**src/rtl/seq_pkg.sv**
```systemverilog
// Shared types and helpers for the multi-slave sequencer.
package seq_pkg;

  // FSM state encoding; the numeric values are visible on the state output.
  typedef enum logic [1:0] {
    IDLE    = 2'd0,
    LAUNCH  = 2'd1,
    WAIT    = 2'd2,
    ADVANCE = 2'd3
  } state_e;

  localparam logic MODE_SEQ = 1'b0;
  localparam logic MODE_PAR = 1'b1;

  // Channel selection result: valid plus 4-bit channel index (up to 16 channels).
  typedef struct packed {
    logic       valid;
    logic [3:0] idx;
  } chan_sel_t;

  // Lowest set bit of a 16-bit channel mask.
  function automatic chan_sel_t lowest_chan(input logic [15:0] mask);
    chan_sel_t sel;
    sel = '0;
    for (int i = 15; i >= 0; i--) begin
      if (mask[i]) begin
        sel.valid = 1'b1;
        sel.idx   = 4'(i);
      end
    end
    return sel;
  endfunction

  // Lowest set bit strictly above cur.
  function automatic chan_sel_t next_chan(input logic [15:0] mask, input logic [3:0] cur);
    logic [15:0] above;
    // (2 << cur) - 1 covers bits 0..cur; wraps to all-ones-masked-out when cur == 15.
    above = mask & ~((16'd2 << cur) - 16'd1);
    return lowest_chan(above);
  endfunction

endpackage

```
**src/rtl/wait_timer.sv**
```systemverilog
// Per-launch wait counter with a terminal-count flag.
module wait_timer #(
  parameter int unsigned CNT_W          = 32,
  parameter int unsigned TIMEOUT_CYCLES = 50000000
) (
  input  logic             clk,
  input  logic             rst,
  input  logic             clr,
  input  logic             en,
  output logic [CNT_W-1:0] count,
  output logic             expired
);

  logic [CNT_W-1:0] count_q;

  // Counter: cleared on launch, advances once per enabled cycle.
  always_ff @(posedge clk) begin
    if (rst || clr) begin
      count_q <= '0;
    end else if (en) begin
      count_q <= count_q + CNT_W'(1);
    end
  end

  assign count   = count_q;
  assign expired = (count_q == CNT_W'(TIMEOUT_CYCLES - 1));

endmodule

```
**src/rtl/multi_slave_sequencer.sv**
```systemverilog
// Launches enabled slave FSMs sequentially or in parallel and records per-channel timeouts.
module multi_slave_sequencer import seq_pkg::*; #(
  parameter int unsigned N_SLAVES       = 4,
  parameter int unsigned TIMEOUT_CYCLES = 50000000,
  parameter int unsigned CNT_W          = 32,
  parameter bit          ABORT_ON_ERR   = 1'b0
) (
  input  logic                clk,
  input  logic                rst,
  input  logic                start,
  input  logic                mode,
  input  logic [N_SLAVES-1:0] chan_en,
  output logic [N_SLAVES-1:0] slv_start,
  input  logic [N_SLAVES-1:0] slv_busy,
  input  logic [N_SLAVES-1:0] slv_done,
  output logic [1:0]          state,
  output logic [3:0]          cur_chan,
  output logic                busy,
  output logic                done,
  output logic                error,
  output logic [N_SLAVES-1:0] err_mask
);

  state_e              state_q, state_d;
  logic                mode_q, mode_d;
  logic [N_SLAVES-1:0] en_q, en_d;
  logic [N_SLAVES-1:0] pend_q, pend_d;
  logic [N_SLAVES-1:0] err_mask_q, err_mask_d;
  logic                error_q, error_d;
  logic [3:0]          cur_q, cur_d;

  logic [CNT_W-1:0]    count;
  logic                expired, tmr_clr, tmr_en;
  logic [N_SLAVES-1:0] cmpl, cur_sel, pend_left;
  chan_sel_t           first_sel, next_sel;

  wait_timer #(
    .CNT_W         (CNT_W),
    .TIMEOUT_CYCLES(TIMEOUT_CYCLES)
  ) u_timer (
    .clk    (clk),
    .rst    (rst),
    .clr    (tmr_clr),
    .en     (tmr_en),
    .count  (count),
    .expired(expired)
  );

  // Completion is masked on the first WAIT cycle so a stale idle done is not taken as finished.
  assign cmpl      = ~slv_busy & slv_done & {N_SLAVES{count != '0}};
  assign cur_sel   = N_SLAVES'(1) << cur_q;
  assign pend_left = pend_q & ~cmpl;
  assign first_sel = lowest_chan(16'(chan_en));
  assign next_sel  = next_chan(16'(en_q), cur_q);

  // State and run-context registers.
  always_ff @(posedge clk) begin
    if (rst) begin
      state_q    <= IDLE;
      mode_q     <= MODE_SEQ;
      en_q       <= '0;
      pend_q     <= '0;
      err_mask_q <= '0;
      error_q    <= 1'b0;
      cur_q      <= '0;
    end else begin
      state_q    <= state_d;
      mode_q     <= mode_d;
      en_q       <= en_d;
      pend_q     <= pend_d;
      err_mask_q <= err_mask_d;
      error_q    <= error_d;
      cur_q      <= cur_d;
    end
  end

  // Next-state, launch pulses and timer control.
  always_comb begin
    state_d    = state_q;
    mode_d     = mode_q;
    en_d       = en_q;
    pend_d     = pend_q;
    err_mask_d = err_mask_q;
    error_d    = error_q;
    cur_d      = cur_q;
    slv_start  = '0;
    tmr_clr    = 1'b0;
    tmr_en     = 1'b0;
    case (state_q)
      IDLE: begin
        if (start && first_sel.valid) begin
          state_d    = LAUNCH;
          mode_d     = mode;
          en_d       = chan_en;
          err_mask_d = '0;
          error_d    = 1'b0;
          cur_d      = (mode == MODE_SEQ) ? first_sel.idx : 4'd0;
        end
      end
      LAUNCH: begin
        tmr_clr = 1'b1;
        state_d = WAIT;
        if (mode_q == MODE_SEQ) begin
          slv_start = cur_sel;
        end else begin
          slv_start = en_q;
          pend_d    = en_q;
        end
      end
      WAIT: begin
        tmr_en = 1'b1;
        if (mode_q == MODE_SEQ) begin
          if ((cmpl & cur_sel) != '0) begin
            state_d = ADVANCE;
          end else if (expired) begin
            err_mask_d = err_mask_q | cur_sel;
            error_d    = 1'b1;
            if (ABORT_ON_ERR) begin
              state_d = IDLE;
              cur_d   = '0;
            end else begin
              state_d = ADVANCE;
            end
          end
        end else begin
          pend_d = pend_left;
          if (pend_left == '0) begin
            state_d = IDLE;
          end else if (expired) begin
            err_mask_d = err_mask_q | pend_left;
            error_d    = 1'b1;
            state_d    = IDLE;
          end
        end
      end
      ADVANCE: begin
        if (next_sel.valid) begin
          cur_d   = next_sel.idx;
          state_d = LAUNCH;
        end else begin
          cur_d   = '0;
          state_d = IDLE;
        end
      end
      default: begin
        state_d = IDLE;
        cur_d   = '0;
      end
    endcase
  end

  assign state    = state_q;
  assign cur_chan = cur_q;
  assign busy     = (state_q != IDLE);
  assign done     = (state_q == IDLE);
  assign error    = error_q;
  assign err_mask = err_mask_q;

endmodule
```
**config.mk**
```make
export PLATFORM = sky130hd
export DESIGN_NAME = multi_slave_sequencer
export DESIGN_NICKNAME = d
export VERILOG_FILES = /design/src/rtl/seq_pkg.sv /design/src/rtl/wait_timer.sv /design/src/rtl/multi_slave_sequencer.sv
export SDC_FILE = /design/constraint.sdc
export NUM_CORES = 1
export LEC_CHECK = 0
export CORE_MARGIN = 2
export CORE_UTILIZATION = 35
export CTS_CLUSTER_DIAMETER = 30
export DETAILED_ROUTE_END_ITERATION = 6
export RECOVER_POWER = 100
export SYNTH_ARGS = -nofsm -noshare
export SYNTH_HDL_FRONTEND = slang
export SYNTH_SLANG_ARGS = --single-unit
```
**constraint.sdc**
```tcl
create_clock -name clk -period 4.6 [get_ports clk]
set_clock_uncertainty 0.2 [all_clocks]
set_input_delay 0.92 -clock clk [delete_from_list [all_inputs] [get_ports clk]]
set_output_delay 0.92 -clock clk [all_outputs]
set_load 0.02 [all_outputs]
```
### Yosys cells after proc, flatten, opt, wreduce, memory -nomap -nowiden

Index checks and enable logic that the tools add are counted.

| cells by class | value |
|---|---|
| $add $sub $neg | 2 |
| reductions and logical operators | 16 |
| eq/ne operators | 12 |
| shift operators | 2 |
| multiplexer cells | 52 |
| bitwise gates (word level) | 10 |

Operator list:

| kind | count |
|---|---|
| two-way mux 5 bit | 20 |
| two-way mux 4 bit | 13 |
| adder 32 x 1 -> 32 bit, second input constant | 1 |
| == test 32 x 26 -> 1 bit, second input constant | 1 |
| nonzero test 32 bit | 1 |
| one-hot mux 4 bit (2 select lines) | 3 |
| bitwise AND 4 x 16 -> 16 bit | 1 |
| bitwise AND 4 bit | 4 |
| inverter 16 bit | 1 |
| left shift 2 x 4 -> 16 bit, first input constant | 1 |
| subtractor 16 x 1 -> 16 bit, second input constant | 1 |
| two-way mux 2 bit | 6 |
| two-way mux 1 bit | 8 |
| inequality test 4 bit, second input constant | 2 |
| inverter 4 bit | 2 |
| OR 4 bit | 2 |
| one-hot mux 2 bit (4 select lines) | 1 |
| nonzero test 2 bit | 4 |
| inequality test 2 bit, second input constant | 3 |
| inequality test 3 bit, second input constant | 2 |
| AND reduction 3 bit | 2 |
| AND reduction 5 bit | 1 |
| == test 2 bit, second input constant | 2 |
| logical NOT 4 bit | 1 |
| 10 further kinds | 11 |

| word-level totals | value |
|---|---|
| output and inout port bits | 17 |
| register bits | 52 |
| word-level logic and storage cells | 102 |
| input bits | 16 |

### Longest topological paths before layout

| depth | value |
|---|---|
| depth in word-level cells | 22 |
| mapped depth | 7 |

### Cells and area by module

From an unflattened synthesis, not the netlist that was laid out.

| unflattened totals | value |
|---|---|
| cell total of the unflattened synthesis | 338 |
| area, all modules | 2,745.1 µm² |

By module, submodules not included:

| module | area each (µm²) | cells each | times used |
|---|---|---|---|
| wait_timer | 1,584.0 | 188 | 1 |
| multi_slave_sequencer | 1,161.1 | 150 | 1 |

### Worst setup path after synthesis

No wires, ideal clock.

| path | value |
|---|---|
| path kind | input-to-reg |
| start | input chan_en[3] |
| end | register err_mask_q[0], in the netlist err_mask[0] |
| path buffers | 1 |
| arrival time | 2,220 ps |
| stages | 6 |
| slack | 2,092 ps |
| data required time | 4,313 ps |
| setup time | 87 ps |
| path through | or4_1 > and3_1 > buf_6 > nor2_8 > nand3_1 > o31ai_1 |

| between the ends | value |
|---|---|
| word-level cells in the longest chain between the ends | 7 |

Ends and longest elaborated chain:

| element | line | RTL |
|---|---|---|
| start: declaration | multi_slave_sequencer.sv:12 | `input logic [N_SLAVES-1:0] chan_en,` |
| two-way mux 5 bit (4 in a row) | seq_pkg.sv:26 | `if (mask[i]) begin` |
| logical AND 1 bit | multi_slave_sequencer.sv:91 | `if (start && first_sel.valid) begin` |
| inequality test 2 x 1 -> 1 bit (no source line) | - |  |
| AND reduction 5 bit (no source line) | - |  |
| end signal: assignment | multi_slave_sequencer.sv:71 | `err_mask_q <= err_mask_d;` |
| end: declaration | multi_slave_sequencer.sv:28 | `logic [N_SLAVES-1:0] err_mask_q, err_mask_d;` |

Every way passes these cells.
A chain may end at the register's enable or synchronous reset.

### Final worst setup path

| path | value |
|---|---|
| start | register mode_q |
| end | output slv_start[0] |

| between the ends | value |
|---|---|
| word-level cells in the longest chain between the ends | 2 |

Ends and longest elaborated chain:

| element | line | RTL |
|---|---|---|
| start: declaration | multi_slave_sequencer.sv:25 | `logic mode_q, mode_d;` |
| start signal: assignment | multi_slave_sequencer.sv:68 | `mode_q <= mode_d;` |
| two-way mux 4 bit | multi_slave_sequencer.sv:103 | `if (mode_q == MODE_SEQ) begin` |
| two-way mux 4 bit | multi_slave_sequencer.sv:89 | `case (state_q)` |
| end: declaration | multi_slave_sequencer.sv:13 | `output logic [N_SLAVES-1:0] slv_start,` |

Every way passes these cells.

==> impl_metrics.yaml <==
synthesis:
  synth_cells: 341
  yosys.area.top_type: "dfxtp_1"
  synth_edf_count: 0
  ys_seq_elements: 50
  ys_seq_area_share_pct: 36.3
  async_flop_share_pct: 0
  synth.distinct_cells: 46
  syn_area_sq_mm: 0.00276
  avgSynthCellArea_sq_um: 8.09
  synth_top_area_share_pct: 36.3
  synth.top_cells.by_area: "dfxtp_1 (36%), nor2_1 (6.4%), xnor2_1 (6.3%)"
  synth_ff_type: "dfxtp_1"
  yosysWarnings: 0
worst_setup_path:
  cp_max_fo: 25
  arrival_ps: 2260
  crit_family: "flip-flops"
  crit_buf_inv: 1
  rrSetupSlack_ps: 1850
  crit_slowest_cell: "dfxtp_1"
  worstSetupEndpointType: "output pin"
  r2r_start: "u_timer.count[3]"
  path_cells: "nor3_1 -> a21oi_1 -> nor2_1 -> dlygate4sd3_1"
  reg2reg_to: "pend_q[3]"
  reg2reg_depth: 5
  required_ps: 3480
  max_stage_delay_ps: 870
  criticalPathCategory: "reg2out"
  crit_start: "mode_q"
  cp-start-kind: "register"
clock_tree:
  insertion_delay_ps: 310
  clk_pin_slew_ps: 90
  cts_resized: 0
  htree_levels: 2
  numClockSinks: 50
  cts_tree: "done"
  holdBufCountCts: 0
  cts_root_buffer: "clkbuf_8"
  cts_setup_buffers: 0
  numCtsBuffers: 5
  cts_buffer_depth: 2
sta:
  worstMarginPinSlew_ps: 1430
  min_period_over_period_pct: 73.6
  drv_slew: 0
  fin_setup_tns_ps: 0
  fmax_mhz: 295
  hold_viol: 0
  grt_setup_unrepaired: "false"
  period_needed_ps: 3380
  setup_viol: 0
  relSlewSlack_pct: 4.72
placed_design:
  port_buffers: 30
  gp_congestion: 0.806
  hpwl_microns: 4570
  postPlaceCellArea_sq_mm: 0.00312
grt:
  grt_max_degree: 33
  grt_pass1_vias: 2318
  grt_pass1_wl_microns: 10900
  grt_overflow: 0
  grtUsageTotal_pct: 15.5
  antenna_found_initial: 0
pwr:
  p_per_area_mw_per_mm2: 272
  power_uw: 865
  power_leakage_uw: 0.00106
  irDropWorstVdd_uv: 126
outcome:
  status: "completed"
routing:
  antenna_left: 0
  routed_wirelength_microns: 6280
  firstDrtPassIters: 4
  drc: 0
  via_per_inst: 5.24
  wl_per_cell_microns: 13.4
  dr.first_iter.drc_count: 155
  vias: 2448
die:
  start_util_pct: 35.9
  num_io_pins: 33
  core_area_sq_mm: 0.00769
  dieArea_sq_mm: 0.00861
  die_x_microns: 92.8
  die_h_microns: 92.8
  rows: 32
hold_path:
  hp-start: "err_mask[2]"
  worstHoldEndpoint: "err_mask[2]"
  min_path_cells: 2
  min_path_type: "reg2reg"
final_layout:
  fillers: 784
  final_util_pct: 41.3
  final_nets: 382
  antennaDiodeCount: 0
  drive_above_1_share_pct: 4.38
  synthToLayoutAreaGrowth_pct: 15.1
  final_area_sq_mm: 0.00318
job:
  maxCapViolations: 0
## power by group
| group | total [uW] | switching, uW | internal, uW | leakage (uW) |
|---|---|---|---|---|
| logic | 140 | 81.9 | 57.7 | 0.000616 |
| registers | 470 | 27.9 | 443 | 0.000404 |
| clock network | 255 | 148 | 107 | 0.0000441 |
## final cells by class
cell class                 count  area, sq um  share of cell area [%]
tap                          102          128                    4.02
inverter                      15         56.3                    1.77
multi-input combinational    261         1600                    50.3
clock buffer                   5         68.8                    2.17
timing repair buffer          31          304                    9.57
sequential                    50         1000                    31.5
clock inverter                 3         21.3                   0.670
## per-stage QoR
stage / worst slack [ps] / hold WS, ps / std cells
after floorplan: 2090 / 258 / 342
after global placement: 1380 / 252 / 459
after detailed placement: 1300 / 255 / 459
after CTS: 1310 / 271 / 467
after global routing: 1030 / 306 / 467
final: 1220 / 268 / 467
## flip-flops by register name, summed over array words and instances (netlist names)
signal / cells
mode_q: 1
en_q: 4
u_timer.count: 32
pend_q: 4
error: 1
state: 2
err_mask: 4
cur_chan: 2
## per-layer routing
layer	vias to the layer above	share of wire, %	wire length [microns]	track usage [%]
met1	1143	50	3130	21.3
met5	-	0	0	0
met4	0	1.5	94	4.90
li1	1251	-	-	-
met2	46	46	2880	24.6
met3	8	2.9	181	2.69
## tightest hold or removal path: stages, from the launching register on
cell	delay (ps)
dfxtp_1	330
nand2_1	50
o31ai_1	60
## cell usage after synthesis, types with 3 or more instances
| master | n |
|---|---|
| a21oi_1 | 20 |
| clkbuf_1 | 10 |
| nor4_1 | 12 |
| nand3_1 | 19 |
| o21ai_0 | 4 |
| nor3_1 | 12 |
| inv_1 | 15 |
| nand4_1 | 5 |
| nand2_1 | 38 |
| xnor2_1 | 20 |
| o211ai_1 | 4 |
| o31ai_1 | 4 |
| xor2_1 | 6 |
| nor2b_1 | 3 |
| nor4_2 | 3 |
| and4_1 | 5 |
| and3_1 | 6 |
| or3_1 | 4 |
| dfxtp_1 | 50 |
| nor2_1 | 47 |
| nand2b_1 | 7 |
| a21o_1 | 6 |
| mux2i_1 | 7 |
| a31oi_1 | 3 |
## how the worst max path moves through the flow
stage | end | cells after the start | slack (ps)
after detailed placement | err_mask[1] | 6 | 1300
after CTS | slv_start[3] | 4 | 1310
after global placement | err_mask[1] | 6 | 1380
after global routing | slv_start[0] | 4 | 1030
final | slv_start[0] | 4 | 1220
after floorplan | err_mask[0] | 6 | 2090
## cell usage in the layout (no fill, tap or decap), types with 2 or more instances in the layout
master / count
dfxtp_1: 50
nor2_1: 48
nand2_1: 38
a21oi_1: 20
xnor2_1: 20
nand3_1: 19
dlygate4sd3_1: 17
inv_1: 15
clkdlybuf4s50_1: 13
nor3_1: 12
nor4_1: 12
nand2b_1: 7
mux2i_1: 7
xor2_1: 6
and3_1: 6
nand4_1: 6
a21o_1: 6
and4_1: 5
clkbuf_8: 5
or3_1: 4
o211ai_1: 4
o31ai_1: 4
o21ai_0: 4
nor2b_1: 3
nor4_2: 3
o311ai_0: 3
a31oi_1: 3
nor4_4: 2
a22oi_1: 2
o21bai_1: 2
a311oi_1: 2
a211oi_1: 2
ha_1: 2
conb_1: 2
## cells by family after synthesis
kind of cell	count (synthesis)	synth area share, %
and+or+nand+nor	169	33.0
AOI/OAI and AO/OA	54	13.2
DFF	50	36.3
buffers and inverters	31	4.85
xor gates and xnor gates	26	8.25
muxes	8	3.36
adders and majority gates	2	0.907
other	1	0.136
No activity file was read; power rests on OpenSTA's default activity.
